`src/rtl/uart_pkg.sv`:
```
// -----------------------------------------------------------------------------
// uart_pkg
// Shared UART definitions used by the receiver and the transmitter.
//   DATA_BITS            : payload bits per frame (8N1)
//   CLKS_PER_BIT_DEFAULT : system clocks per bit for 100 MHz / 9600 bps
//   uart_state_t         : receiver FSM state encoding
// -----------------------------------------------------------------------------
package uart_pkg;

  localparam int DATA_BITS            = 8;
  localparam int CLKS_PER_BIT_DEFAULT = 10416;

  typedef enum logic [1:0] {
    IDLE  = 2'd0,
    START = 2'd1,
    DATA  = 2'd2,
    STOP  = 2'd3
  } uart_state_t;

endpackage : uart_pkg

```
`src/rtl/uart_rx_sync.sv`:
```
// -----------------------------------------------------------------------------
// uart_rx_sync
// Two-flop synchroniser for the asynchronous serial input. Both flops reset
// to 1 so the synchronised line looks idle (high) while reset is applied.
// Ports:
//   i_clk   : system clock
//   i_reset : asynchronous active-high reset
//   i_async : asynchronous serial line from the pin
//   o_sync  : synchronised line, 2 clocks behind the pin
// -----------------------------------------------------------------------------
module uart_rx_sync (
  input  logic i_clk,
  input  logic i_reset,
  input  logic i_async,
  output logic o_sync
);

  logic r_meta;
  logic r_sync;

  always_ff @(posedge i_clk or posedge i_reset) begin
    if (i_reset) begin
      r_meta <= 1'b1;
      r_sync <= 1'b1;
    end else begin
      // NOTE: non-blocking assignments keep this a two-stage shift; blocking
      // ones would collapse both flops into a single stage.
      r_meta <= i_async;
      r_sync <= r_meta;
    end
  end

  assign o_sync = r_sync;

endmodule : uart_rx_sync

```
`src/rtl/uart_rx.sv`:
```
// -----------------------------------------------------------------------------
// uart_rx
// 8N1 UART receiver, LSB first, idle-high line. Start bit is validated at its
// centre, data bits are sampled at bit centre, stop bit is checked. Received
// bytes are held on a valid/ack handshake.
// Ports:
//   i_clk        : system clock, all logic on rising edge
//   i_reset      : asynchronous active-high reset, clears all state
//   i_rx         : serial line from pin (asynchronous, idle high)
//   o_data_out   : last received byte, stable while o_data_valid=1
//   o_data_valid : high from byte completion until i_data_ack is accepted
//   i_data_ack   : consumer acknowledge
//   o_frame_err  : one-cycle pulse when the stop bit is sampled low
//   o_overrun    : sticky, byte completed while o_data_valid already high
//   o_busy       : high in any state other than IDLE
// -----------------------------------------------------------------------------
module uart_rx
  import uart_pkg::*;
#(
  parameter int CLKS_PER_BIT = CLKS_PER_BIT_DEFAULT
) (
  input  logic                 i_clk,
  input  logic                 i_reset,
  input  logic                 i_rx,
  output logic [DATA_BITS-1:0] o_data_out,
  output logic                 o_data_valid,
  input  logic                 i_data_ack,
  output logic                 o_frame_err,
  output logic                 o_overrun,
  output logic                 o_busy
);

  localparam int          HALF_BIT    = CLKS_PER_BIT / 2;
  localparam logic [15:0] C_BIT_LAST  = 16'(CLKS_PER_BIT - 1);
  localparam logic [15:0] C_HALF_LAST = 16'(HALF_BIT - 1);
  localparam logic [2:0]  C_IDX_LAST  = 3'(DATA_BITS - 1);

  logic                 w_rx_s;
  uart_state_t          r_state;
  logic [15:0]          r_clk_cnt;
  logic [2:0]           r_bit_idx;
  logic [DATA_BITS-1:0] r_shift;
  logic [DATA_BITS-1:0] r_data_out;
  logic                 r_data_valid;
  logic                 r_frame_err;
  logic                 r_overrun;
  logic                 r_busy;
  // Start detection is only armed once the line has been seen high. r_flush
  // skips the synchroniser's reset-value ones, so a frame that was already in
  // flight at reset release is not mistaken for an idle line.
  logic                 r_armed;
  logic [1:0]           r_flush;

  uart_rx_sync u_sync (
    .i_clk   (i_clk),
    .i_reset (i_reset),
    .i_async (i_rx),
    .o_sync  (w_rx_s)
  );

  always_ff @(posedge i_clk or posedge i_reset) begin
    if (i_reset) begin
      r_state      <= IDLE;
      r_clk_cnt    <= '0;
      r_bit_idx    <= '0;
      r_shift      <= '0;
      r_data_out   <= '0;
      r_data_valid <= 1'b0;
      r_frame_err  <= 1'b0;
      r_overrun    <= 1'b0;
      r_busy       <= 1'b0;
      r_armed      <= 1'b0;
      r_flush      <= '0;
    end else begin
      r_frame_err <= 1'b0;

      if (r_flush != 2'd2) begin
        r_flush <= r_flush + 2'd1;
      end

      // Consumer handshake. A byte completing in the same cycle is assigned
      // further down and therefore takes precedence over this clear.
      if (r_data_valid && i_data_ack) begin
        r_data_valid <= 1'b0;
        r_overrun    <= 1'b0;
      end

      case (r_state)
        IDLE: begin
          r_clk_cnt <= '0;
          if (!r_armed) begin
            if (w_rx_s && (r_flush == 2'd2)) begin
              r_armed <= 1'b1;
            end
          end else if (!w_rx_s) begin
            r_state <= START;
            r_busy  <= 1'b1;
          end
        end

        START: begin
          if (r_clk_cnt == C_HALF_LAST) begin
            r_clk_cnt <= '0;
            if (w_rx_s) begin
              // Line back high at the start-bit centre: a glitch, not a frame.
              r_state <= IDLE;
              r_busy  <= 1'b0;
            end else begin
              r_state   <= DATA;
              r_bit_idx <= '0;
            end
          end else begin
            r_clk_cnt <= r_clk_cnt + 16'd1;
          end
        end

        DATA: begin
          if (r_clk_cnt == C_BIT_LAST) begin
            r_clk_cnt <= '0;
            // LSB arrives first, so shifting in at the MSB leaves it in bit 0.
            r_shift   <= {w_rx_s, r_shift[DATA_BITS-1:1]};
            r_bit_idx <= r_bit_idx + 3'd1;
            if (r_bit_idx == C_IDX_LAST) begin
              r_state <= STOP;
            end
          end else begin
            r_clk_cnt <= r_clk_cnt + 16'd1;
          end
        end

        STOP: begin
          if (r_clk_cnt == C_BIT_LAST) begin
            r_clk_cnt <= '0;
            r_state   <= IDLE;
            r_busy    <= 1'b0;
            if (w_rx_s) begin
              r_data_out   <= r_shift;
              r_data_valid <= 1'b1;
              if (r_data_valid && !i_data_ack) begin
                r_overrun <= 1'b1;
              end
            end else begin
              // Line may be held low (break); require it high before re-arming.
              r_frame_err <= 1'b1;
              r_armed     <= 1'b0;
            end
          end else begin
            r_clk_cnt <= r_clk_cnt + 16'd1;
          end
        end

        default: begin
          r_state <= IDLE;
          r_busy  <= 1'b0;
        end
      endcase
    end
  end

  assign o_data_out   = r_data_out;
  assign o_data_valid = r_data_valid;
  assign o_frame_err  = r_frame_err;
  assign o_overrun    = r_overrun;
  assign o_busy       = r_busy;

endmodule : uart_rx

```
`config.mk`:
```
export PLATFORM = sky130hd
export DESIGN_NAME = uart_rx
export DESIGN_NICKNAME = d
export VERILOG_FILES = /design/src/rtl/uart_pkg.sv /design/src/rtl/uart_rx_sync.sv /design/src/rtl/uart_rx.sv
export SDC_FILE = /design/constraint.sdc
export NUM_CORES = 1
export LEC_CHECK = 0
export CAP_MARGIN = 0
export CORE_MARGIN = 3
export CORE_UTILIZATION = 40
export CTS_BUF_LIST = sky130_fd_sc_hd__clkbuf_8
export DETAILED_ROUTE_END_ITERATION = 7
export PLACE_DENSITY = 0.57
export SLEW_MARGIN = 40
export SYNTH_ARGS = -nofsm -noshare
export SYNTH_HDL_FRONTEND = slang
export SYNTH_SLANG_ARGS = --single-unit
```
`constraint.sdc`:
```
create_clock -name i_clk -period 3.6 [get_ports i_clk]
set_input_delay 0.54 -clock i_clk [delete_from_list [all_inputs] [get_ports i_clk]]
set_output_delay 0.54 -clock i_clk [all_outputs]
set_load 0.005 [all_outputs]
```
==> summary.md <==
| Metric | Value |
|---|---|
| Clock Latency Late Sink | 0.30 ns |
| Buffers on Ports | 15 |
| Setup TNS | 0 ns |
| Final HPWL DP | 2660 um |
| Worst Clk Skew | 0.0106 ns |
| Pin count of the biggest net entering global routing | 29 |
| ANT cells | 0 |
| Top Ports | 16 |
| Die Ht | 78.6 um |
| DRT iter0 DRCs | 83 |
| Worst Path Arrival | 2.84 ns |
| Synth warn | 0 |
| Synth-to-Final Area Change | 15.9% |
| Drt via density | 5.31 |
| Final net count | 207 |
| Top Metal Used | met4 |
| Post-Synth Simple-Gate Area | 0.162 |
| Final period utilization | 0.737 |
| Cell area after synthesis | 2110 sq um |
| Routed vias | 1418 |
| Initial DRT Pass Iterations | 4 |
| Synthesized area per cell | 11.8 sq um |
| GRT Util Overall | 0.134 |
| Synth Area in Adders | 0.0238 |
| Ys async rst share | 1.00 |
| Initial core utilization | 0.429 |
| Startpoint type of the worst setup path | register |
| Compound-Gate Fraction of Synth Area | 0.0630 |
| Peak supply drop | 234 uV |
| CTS Hold Bufs | 0 |
| DIE AREA | 6170 sq um |
| Max-cap violations | 0 |
| H-tree levels | 2 |
| Fin. Hold Viols | 0 |
| WP data required | 3.79 ns |
| Max Freq | 377 MHz |
| CP Max Fanout | 10 |
| Worst path max stage delay | 0.58 ns |
| Post-synthesis net count | 187 |
| Post-synthesis xor/xnor area fraction | 0.0499 |
| M1 WL | 1750 um |
| Crit Path Class | register to register |
| DRC | 0 |
| Core area | 4910 sq um |
| Reg clk slew, reported paths | 0.08 ns |
| Number of global-route vias before repair | 1386 |
| First-pass GRT wire length | 6420 um |
| Worst Tran Pin Value | 0.654 ns |
| Register area share after synthesis | 0.548 |
| CP Capture Type | register |
| Number of synthesized flops with an enable pin | 0 |
| Metal3 WL | 161 um |
| Status | completed |
| Final cell utilization of the core | 0.497 |
| FF+latch count, synth | 46 |
| # Post-CTS Setup Buffers | 0 |
| Ys flop type | dfrtp_1 |
| Clock tree root driver cell | clkbuf_8 |
| CTS Buffer Depth | 2 |
| GP Congestion | 0.868 |
| Largest family of logic cells by synthesized area | simple AND/OR/NAND/NOR gates |
| Avg WL per Cell | 14.5 um |
| RSZ-0062 raised after global routing | no |
| Leak Pwr | 1.08 nW |
| Post-DRT Antenna Nets | 0 |
| Pins over their slew limit | 0 |
| Yosys cell types | 38 |
| Routed WL | 3870 um |
| Post-cts resize count | 0 |
| Path type of the worst min-delay path | register to register |
| Critical-path top delay cell | or4_4 |
| Fraction of layout cells with a size suffix above 1 | 0.160 |
| Num rows | 25 |
| Multiplexer area fraction after synthesis | 0.117 |
| CP Cell Sequence | or4_4, or4_4, or3_1, mux2_4 |
| Final critical path time including I/O delays and setup | 2.65 ns |
| CTS tree | built |
| Initial antenna violation count | 0 |
| Endpoints failing setup | 0 |
| Total congestion overflow | 0 |
| Tot Pwr | 1.09 mW |
| P per Cell Area | 447 nW/um^2 |
| Die W | 78.6 um |
| Max-slew headroom | 0.561 |
| CTS Sinks | 46 |
| Cells after Synth | 179 |
| Fillers | 449 |
| DR WL met2 | 1860 um |
| Total CTS buffers | 5 |
| Most Frequent Cell on Critical Path | or4_4 |
synthesized netlist by cell type, types with 4 or more instances:
| cell type | instances | area (sq um) |
|---|---|---|
| a21oi_1 | 7 | 35.0 |
| dfrtp_1 | 44 | 1100 |
| ha_1 | 4 | 50.1 |
| inv_1 | 13 | 48.8 |
| mux2_4 | 15 | 225 |
| nand2_1 | 10 | 37.5 |
| nand3_1 | 6 | 30.0 |
| nand4_1 | 4 | 25.0 |
| nor2_1 | 15 | 56.3 |
| nor4_1 | 4 | 25.0 |
| o21ai_0 | 6 | 30.0 |
| or3_1 | 7 | 43.8 |
| xnor2_1 | 8 | 70.1 |
| xor2_1 | 4 | 35.0 |
sequential cells by signal (all words and copies together) (netlist names), named ones only:
register,count
o_data_valid,1
o_data_out,8
r_bit_idx,3
r_armed,1
o_frame_err,1
r_shift,8
r_state,1
o_busy,1
u_sync.r_meta,1
u_sync.o_sync,1
r_clk_cnt,16
r_flush,2
per-layer routing:
layer  vias up  global-route usage
met1       706               0.164
li1        668                   -
met5         -                   0
met2        34               0.216
met4         0              0.0682
met3        10              0.0356
worst paths after layout:
path,startpoint,endpoint,slack [ns],cells past startpoint
worst min-delay path,u_sync.r_meta,u_sync.o_sync,0.36,0
min in group asynchronous,i_reset,r_clk_cnt[2],0.56,2
worst min register to register,u_sync.r_meta,u_sync.o_sync,0.36,0
worst max-delay path,r_clk_cnt[9],o_data_out[4],0.95,4
max in group asynchronous,i_reset,o_data_out[5],2.32,3
worst max register to register,r_clk_cnt[9],o_data_out[4],0.95,4
per-stage QoR:
stage	area [sq um]	std cells	setup slack (ns)	hold slack, ns
CTS	2430	266	0.936	0.359
global route	2440	267	0.875	0.362
detailed placement	2320	258	0.960	0.347
finish	2440	267	0.945	0.358
floorplan	2110	179	1.18	0.345
global placement	2320	258	0.999	0.346
cell usage in the layout (no fill, tap or decap), drive strengths merged, types with 2 or more instances in the layout:
cell	count
a21oi	7
a22oi	2
a31oi	3
and4	2
buf	2
clkbuf	5
clkdlybuf4s50	15
dfrtp	44
dfstp	2
ha	4
inv	13
mux2	16
nand2	10
nand3	6
nand4	4
nor2	15
nor3	3
nor4	4
o21ai	6
o22ai	2
or3	8
or4	3
xnor2	8
xor2	4
final cells by class:
class,count,area [sq um],area share
well taps,67,83.8,0.0343
repair buffers,17,169,0.0692
inverters,13,48.8,0.0200
clock buffers,5,68.8,0.0282
multi-input cells,116,876,0.359
flip-flops and latches,46,1150,0.473
clock inverters,3,41.3,0.0169
worst max-delay path: cells and delay by family (launching register included):
family        cells  cell delay (ns)
simple gates      3             1.72
flops             1             0.44
mux               1             0.38
where the power goes:
group	leakage (nW)	switching, mW	internal (mW)
registers	0.616	0.0329	0.545
clock network	0.0556	0.169	0.204
logic	0.407	0.0819	0.0573
total	1.08	0.284	0.806
kinds of logic after synthesis:
kind of cell / Yosys count
buffers and inverters: 17
multiplexers: 17
AO/OA/AOI/OAI: 22
XOR/XNOR: 12
adder cells (fa/ha/maj): 4
flip-flops: 46
AND/OR/NAND/NOR: 61
Note: power is estimated with default switching activity, not from simulation.
